### src/rtl/multicycle_control.sv
// multicycle_control: Moore control FSM for the multi-cycle MIPS datapath.
// Sequences FETCH/DECODE/EXECUTE/MEMORY/WRITEBACK. The memory states wait on
// Mem_Ready and abort with a one-cycle Bus_Error pulse after MEM_TIMEOUT wait
// cycles.
// Optional build macro: MULTICYCLE_ILLEGAL_TRAP_EN. When it is defined, an
// unknown opcode parks the FSM in TRAP. When it is not defined, an unknown
// opcode is treated as a NOP.
module multicycle_control #(
  parameter int ALU_OP_W    = 3,
  parameter int MEM_TIMEOUT = 15,
  parameter int CNT_W       = 8
) (
  input  logic                Clk,
  input  logic                Reset_n,
  input  logic [5:0]          Opcode,
  input  logic                Mem_Ready,
  output logic                PC_Write,
  output logic                PC_Write_Cond,
  output logic                PC_Write_Cond_Ne,
  output logic                IorD,
  output logic                Mem_Read,
  output logic                Mem_Write,
  output logic                IR_Write,
  output logic [1:0]          Reg_Dst,
  output logic [1:0]          Mem_to_Reg,
  output logic                Reg_Write,
  output logic                ALU_Src_A,
  output logic [1:0]          ALU_Src_B,
  output logic [ALU_OP_W-1:0] ALU_Op,
  output logic [1:0]          PC_Source,
  output logic                Bus_Error,
  output logic [3:0]          State
);

  typedef enum logic [3:0] {
    S_FETCH    = 4'd0,
    S_DECODE   = 4'd1,
    S_MEM_ADDR = 4'd2,
    S_MEM_RD   = 4'd3,
    S_MEM_WB   = 4'd4,
    S_MEM_WR   = 4'd5,
    S_R_EXEC   = 4'd6,
    S_R_WB     = 4'd7,
    S_I_EXEC   = 4'd8,
    S_I_WB     = 4'd9,
    S_BRANCH   = 4'd10,
    S_JUMP     = 4'd11,
`ifdef MULTICYCLE_ILLEGAL_TRAP_EN
    S_JAL      = 4'd12,
    S_TRAP     = 4'd13
`else
    S_JAL      = 4'd12
`endif
  } state_t;

  localparam logic [5:0] OP_RTYPE = 6'd0,  OP_J    = 6'd2,  OP_JAL  = 6'd3;
  localparam logic [5:0] OP_BEQ   = 6'd4,  OP_BNE  = 6'd5,  OP_ADDI = 6'd8;
  localparam logic [5:0] OP_SLTI  = 6'd10, OP_ANDI = 6'd12, OP_ORI  = 6'd13;
  localparam logic [5:0] OP_XORI  = 6'd14, OP_LUI  = 6'd15, OP_LW   = 6'd35;
  localparam logic [5:0] OP_SW    = 6'd43;

  state_t           state_q, state_d;
  logic [CNT_W-1:0] wait_cnt_q, wait_cnt_d;
  logic             bus_error_q, bus_error_d;
  logic             mem_state, timeout;

  // State, wait counter and Bus_Error registers.
  always_ff @(posedge Clk or negedge Reset_n) begin
    if (!Reset_n) begin
      state_q     <= S_FETCH;
      wait_cnt_q  <= '0;
      bus_error_q <= 1'b0;
    end else begin
      // NOTE: non-blocking assignments keep every flop updating from the same pre-edge values.
      state_q     <= state_d;
      wait_cnt_q  <= wait_cnt_d;
      bus_error_q <= bus_error_d;
    end
  end

  // Next state, wait counting and timeout abort.
  always_comb begin
    // NOTE: every signal gets a default first so no path can infer a latch.
    state_d     = state_q;
    wait_cnt_d  = '0;
    bus_error_d = 1'b0;
    mem_state   = (state_q == S_FETCH) || (state_q == S_MEM_RD) || (state_q == S_MEM_WR);
    timeout     = mem_state && !Mem_Ready && (wait_cnt_q == CNT_W'(MEM_TIMEOUT));

    case (state_q)
      S_FETCH:    if (Mem_Ready) state_d = S_DECODE;
      S_DECODE: begin
        case (Opcode)
          OP_RTYPE:                    state_d = S_R_EXEC;
          OP_LW, OP_SW:                state_d = S_MEM_ADDR;
          OP_ADDI, OP_SLTI, OP_ANDI,
          OP_ORI, OP_XORI, OP_LUI:     state_d = S_I_EXEC;
          OP_BEQ, OP_BNE:              state_d = S_BRANCH;
          OP_J:                        state_d = S_JUMP;
          OP_JAL:                      state_d = S_JAL;
`ifdef MULTICYCLE_ILLEGAL_TRAP_EN
          default:                     state_d = S_TRAP;
`else
          default:                     state_d = S_FETCH;
`endif
        endcase
      end
      S_MEM_ADDR: begin
        if (Opcode == OP_LW)      state_d = S_MEM_RD;
        else if (Opcode == OP_SW) state_d = S_MEM_WR;
        else                      state_d = S_FETCH;
      end
      S_MEM_RD:   if (Mem_Ready) state_d = S_MEM_WB;
      S_MEM_WR:   if (Mem_Ready) state_d = S_FETCH;
      S_R_EXEC:   state_d = S_R_WB;
      S_I_EXEC:   state_d = S_I_WB;
      S_MEM_WB, S_R_WB, S_I_WB,
      S_BRANCH, S_JUMP, S_JAL:  state_d = S_FETCH;
`ifdef MULTICYCLE_ILLEGAL_TRAP_EN
      S_TRAP:     state_d = S_TRAP;
`endif
      default:    state_d = S_FETCH;
    endcase

    // Ready on the timeout cycle completes normally, because timeout requires !Mem_Ready.
    if (timeout) begin
      state_d     = S_FETCH;
      bus_error_d = 1'b1;
    end else if (mem_state && !Mem_Ready) begin
      wait_cnt_d = wait_cnt_q + CNT_W'(1);
    end
  end

  // Moore output decode. IR/PC load in FETCH is gated by Mem_Ready.
  always_comb begin
    PC_Write         = 1'b0;
    PC_Write_Cond    = 1'b0;
    PC_Write_Cond_Ne = 1'b0;
    IorD             = 1'b0;
    Mem_Read         = 1'b0;
    Mem_Write        = 1'b0;
    IR_Write         = 1'b0;
    Reg_Dst          = 2'b00;
    Mem_to_Reg       = 2'b00;
    Reg_Write        = 1'b0;
    ALU_Src_A        = 1'b0;
    ALU_Src_B        = 2'b00;
    ALU_Op           = '0;
    PC_Source        = 2'b00;
    Bus_Error        = bus_error_q;
    State            = state_q;

    case (state_q)
      S_FETCH: begin
        Mem_Read  = 1'b1;
        ALU_Src_B = 2'b01;
        IR_Write  = Mem_Ready;
        PC_Write  = Mem_Ready;
      end
      S_DECODE:   ALU_Src_B = 2'b11;
      S_MEM_ADDR: begin
        ALU_Src_A = 1'b1;
        ALU_Src_B = 2'b10;
      end
      S_MEM_RD: begin
        Mem_Read = 1'b1;
        IorD     = 1'b1;
      end
      S_MEM_WB: begin
        Reg_Write  = 1'b1;
        Mem_to_Reg = 2'b01;
      end
      S_MEM_WR: begin
        Mem_Write = 1'b1;
        IorD      = 1'b1;
      end
      S_R_EXEC: begin
        ALU_Src_A = 1'b1;
        ALU_Op    = ALU_OP_W'(3'b010);
      end
      S_R_WB: begin
        Reg_Write = 1'b1;
        Reg_Dst   = 2'b01;
      end
      S_I_EXEC: begin
        ALU_Src_A = 1'b1;
        ALU_Src_B = 2'b10;
        case (Opcode)
          OP_SLTI: ALU_Op = ALU_OP_W'(3'b101);
          OP_ANDI: ALU_Op = ALU_OP_W'(3'b011);
          OP_ORI:  ALU_Op = ALU_OP_W'(3'b100);
          OP_XORI: ALU_Op = ALU_OP_W'(3'b110);
          OP_LUI:  ALU_Op = ALU_OP_W'(3'b111);
          default: ALU_Op = ALU_OP_W'(3'b000);
        endcase
      end
      S_I_WB:     Reg_Write = 1'b1;
      S_BRANCH: begin
        ALU_Src_A        = 1'b1;
        ALU_Op           = ALU_OP_W'(3'b001);
        PC_Source        = 2'b01;
        PC_Write_Cond    = (Opcode == OP_BEQ);
        PC_Write_Cond_Ne = (Opcode == OP_BNE);
      end
      S_JUMP: begin
        PC_Write  = 1'b1;
        PC_Source = 2'b10;
      end
      S_JAL: begin
        PC_Write   = 1'b1;
        PC_Source  = 2'b10;
        Reg_Write  = 1'b1;
        Reg_Dst    = 2'b10;
        Mem_to_Reg = 2'b10;
      end
      default: ;
    endcase
  end

endmodule

### config.mk
export PLATFORM = sky130hd
export DESIGN_NAME = multicycle_control
export DESIGN_NICKNAME = d
export VERILOG_FILES = /design/src/rtl/multicycle_control.sv
export SDC_FILE = /design/constraint.sdc
export NUM_CORES = 1
export LEC_CHECK = 0
export ABC_CLOCK_PERIOD_IN_PS = 4100
export BUFFER_PORTS_ARGS = -buffer_cell sky130_fd_sc_hd__buf_2
export CAP_MARGIN = 20
export CORE_UTILIZATION = 47
export CTS_BUF_LIST = sky130_fd_sc_hd__clkbuf_8
export CTS_CLUSTER_DIAMETER = 200
export DETAILED_ROUTE_END_ITERATION = 8
export PLACE_DENSITY = 0.75
export SYNTH_ARGS = -nofsm -noshare
export SYNTH_HDL_FRONTEND = slang
export SYNTH_SLANG_ARGS = --single-unit
### constraint.sdc
create_clock -name Clk -period 4.1 [get_ports Clk]
set_input_delay 0.82 -clock Clk [delete_from_list [all_inputs] [get_ports Clk]]
set_output_delay 0.82 -clock Clk [all_outputs]
set_load 0.01 [all_outputs]
Yosys cells after proc, flatten, opt, wreduce, memory -nomap -nowiden:

Memory sizes are Yosys's and may differ from the RTL's.
Cells that the tools add are included.

* eq/ne operators: 25
* reduce and logical (&&, ||, !) cells: 13
* mux-type cells: 25
* add/subtract/negate cells: 1

Operators with widths (number)
* $eq 6x4->1 const B: 5
* $pmux 4 s7: 1
* $eq 4x4->1 const B: 5
* $eq 4x3->1 const B: 4
* $mux 4: 4
* $mux 8: 2
* $pmux 3 s5: 1
* $eq 6x3->1 const B: 2
* $eq 6x6->1 const B: 2
* $pmux 2 s2: 3
* $mux 1: 9
* $ne 3x3->1 const B: 3
* $pmux 3 s3: 1
* $add 8x1->8 const B: 1
* $eq 4x2->1 const B: 2
* $eq 8x4->1 const B: 1
* $reduce_or 2->1: 4
* $reduce_or 4->1: 2
* $mux 3: 2
* $pmux 2 s3: 1
* $eq 4x1->1 const B: 1
* $logic_not 4->1: 1
* $reduce_and 3->1: 1
* $logic_and 1x1->1: 2
* 3 further kinds: 4

* memories kept: 1
* bits in registers: 13
* output and inout bits: 25
* memory bits (read-only): 256

Memories
* (name not given): words 64, bits a word 4, rd ports 1, clocked after Yosys merged registers in 0, write ports 0, RTL line 93 `case (Opcode)`

Logic depth before layout (Yosys ltp):

* word-level depth: 7
* depth in mapped cells: 7

Worst setup path after synthesis:

OpenSTA, ideal clock, no wires.

* path type: input port to output port
* start: input Opcode[2]
* end: output ALU_Op[1]
* path slack: 1.550 ns
* arrival time: 1.730 ns
* required time: 3.280 ns
* stages: 5
* path through: clkbuf_1 nand3b_1 a2111oi_0 a21oi_1 nor2_1

* cells in the longest elaborated chain, start to end: 3

RTL lines
* from (decl): RTL line 15 `input logic [5:0] Opcode,`
* $eq 6x4->1: RTL line 188 `case (Opcode)`
* $pmux 3 s5 *: RTL line 188
* $pmux 3 s3 *: RTL line 153 `case (state_q)`
* to (decl): RTL line 29 `output logic [ALU_OP_W-1:0] ALU_Op,`

Mark *: on every way between the ends. The rest lies on a longest branch, timed or not.

Final worst setup path:

* start: input Opcode[0]
* end: output ALU_Op[1]

Same word-level chain as after synthesis.

==> key figures <==
Routing
  – Iteration count of the initial detailed-routing pass: 4
  – Routed WL: 2420 µm
  – Drt wl/cell: approximately 12 µm
  – Vias per cell: around 5.4
  – Final ANT Viol Nets: 0
  – Vias post-DR: 1066
  – DRT iter0 DRCs: 10
  – Drc violations: 0

Yosys
  – Seq/Total Area, Yosys: 31.0%
  – Post-Syn Nets: 156
  – Async SR Flop Fraction: 100%
  – Synthesis-stage register bit count: 13
  – Synth area leaders: dfrtp_1 31%, nor2_1 10%, ha_1 6.0%, xnor2_1 4.2%, nand2_1 3.9%
  – Post-synth EDFFs: 0
  – Synth top area share: between 30% and 40%
  – Synth unique cells: 36
  – Mean Syn Cell Area: ~7.4 µm²
  – Prevailing post-synth register cell: dfrtp_1
  – Synth Instances: around 140
  – Largest area contributor in the netlist: dfrtp_1
  – Area of the mapped netlist: around 1100 µm²
  – Yosys Warn Count: 0

Power
  – Worst vdd ir: 344 µV
  – Final Power: just under 600 µW
  – Net switching power figure: approximately 260 µW
  – PwrDens: 472 nW/µm²
  – Share of power burned in registers: between 30% and 40%
  – Switching share of total power: roughly 45%
  – Pint: roughly 330 µW
  – Pleak: about 0.00063 µW
  – Clock Power Share: a little under a fifth
  – Combinational share of power: between 40% and 50%

Floorplan
  – Die area: between 2000 and 2500 µm²
  – Die Width: around 50 µm
  – Initial Util: approximately half
  – # IOs: 34
  – Die H: 49.3 µm
  – Rows: 16
  – Core Area: ~2000 µm²

Setup path
  – CP Launch Type: input pin
  – R2r worst-path depth: 4
  – Setup Crit Path Kind: in2out
  – Data arrival time of the worst path: between 2 and 2.5 ns
  – Worst endpoint required time: around 3.3 ns
  – CP Max Fanout: 4
  – Flop2flop setup slack: roughly 2.2 ns
  – CP Capture Type: output port

Run status
  – Status: finished clean

Clock network
  – CTS max path bufs: 2
  – Root buffer cell: clkbuf_8
  – Clock Latency Late Sink: 0.24 ns
  – # clock sinks: 13
  – CTS clk-pin slew, worst paths: roughly 0.050 ns
  – H-tree levels: 1
  – Total CTS buffers: 3
  – Total setup buffers inserted after CTS: 0
  – Post-CTS Resized: 0
  – # hold bufs at CTS: 0
  – TritonCTS clock tree: yes

Global routing
  – Largest net degree at the start of global routing: 21
  – Total gr overflow: 0
  – Antenna violations before repair: 0
  – First-pass GRT wire length: 4320 µm
  – Vias in the first global route: just under 1000
  – Total track usage: between 20% and 30%

Flow run
  – Max-Cap Viols: 0

STA
  – RSZ-0062 raised after global routing: no
  – Actual slew at the worst max-slew pin: 0.747 ns
  – Final Cycle Share: 69.0%
  – Peak Freq: ~0.35 GHz
  – Period minus WS final: 2.83 ns
  – Relative slew margins: ~50%
  – Final worst slack: around 1.3 ns
  – Hold Fails Final Rpt: 0
  – Clock skew: about 0.0018 ns
  – Slew Limit Fails: 0
  – Final setup vio count: 0
  – Setup TNS: 0 ns

Finish
  – Antenna diodes: 0
  – Commonest cells after routing, fill and taps aside: 33 x buf_2, 29 x nor2_1, 13 x dfrtp_1
  – Non-filler cells, final: between 150 and 200
  – Fin nets: 185
  – Area delta synth->final: 19.3%
  – Commonest non-fill, non-tap cell in the layout: buf_2
  – Fill count: between 200 and 250
  – Share of layout cells above drive strength 1: 22.9%

Place
  – GP Congestion: around 0.86
  – Pre-CTS setup slack: between 1 and 1.5 ns
  – DP Cell Count: between 150 and 200
  – HPWL after DPL: around 1800 µm
  – Port Buffers: 33

Min path
  – HP Class: in2async
-- through the flow --
step | util (%) | area, µm² | hold slack (ns)
after detailed placement | 59.8 | 1210 | 0.454
after CTS | 62.0 | 1250 | 0.451
after global placement | 59.8 | 1210 | 0.442
final | 62.0 | 1250 | 0.450
after floorplan | - | 1050 | 0.425
after global routing | 62.0 | 1250 | 0.458
-- logic make-up (layout without fill, tap and decap cells) --
kind of cell             after synthesis  after routing  synth area share [%]
flip-flops                            13             13                  31.0
AND/OR/NAND/NOR                       70             70                  32.1
adder cells (fa/ha/maj)                5              5                  5.95
buffers and inverters                 17             45                  6.79
XOR/XNOR                               9              9                  7.50
AO/OA/AOI/OAI                         28             28                  16.7
-- cells in the mapped netlist (3+ instances only) --
| library cell | count |
|---|---|
| a21oi_1 | 6 |
| and3_1 | 4 |
| clkbuf_1 | 7 |
| dfrtp_1 | 13 |
| ha_1 | 5 |
| inv_1 | 6 |
| nand2_1 | 11 |
| nand2b_1 | 3 |
| nand3_1 | 4 |
| nor2_1 | 29 |
| nor3_1 | 5 |
| nor4_1 | 3 |
| o21ai_0 | 8 |
| o22ai_1 | 3 |
| xnor2_1 | 5 |
| xor2_1 | 4 |
-- layout make-up --
cell class	instances	area [µm²]	area share, %
Sequential cell	13	325	25.9
Tap cell	27	33.8	2.69
Inverter	8	30.0	2.40
Timing Repair Buffer	33	165	13.2
Multi-Input combinational cell	112	654	52.2
Clock inverter	1	3.75	0.299
Clock buffer	3	41.3	3.29
-- power groups by stage --
stage | sequential, µW | combinational (µW) | clock, µW
floorplan | 173 | 220 | 0
global placement | 203 | 273 | 0
CTS | 202 | 279 | 115
detailed placement | 204 | 279 | 0
finish | 203 | 278 | 110
global route | 211 | 313 | 120
-- registers in the layout, indices dropped and copies added, names as in the netlist --
register and count:
Bus_Error 1, wait_cnt_q 8, State 4
-- path summary, 6_finish.rpt --
kind	to	from
max reg2reg	State[0]	State[2]
max in group asynchronous	wait_cnt_q[3]	Reset_n
max	ALU_Op[1]	Opcode[0]
min	wait_cnt_q[0]	Reset_n
min reg2reg	wait_cnt_q[0]	wait_cnt_q[0]
min in group Clk	wait_cnt_q[0]	wait_cnt_q[0]
-- metal layers --
layer	global-route usage [%]	vias up	part of all wire, %
li1	-	546	-
met1	29.2	485	48
met2	37.0	29	45
met3	5.30	6	4.7
met4	9.80	0	2.0
met5	0	-	0
-- worst max-delay path, cell delays in order --
cell and delay, ns:
buf_2 0.12, inv_1 0.09, ha_1 0.17, nor2_1 0.06, a2111oi_0 0.41, a21oi_1 0.08, nor2_1 0.11, buf_2 0.14
Note: power is estimated with default switching activity, not from simulation.
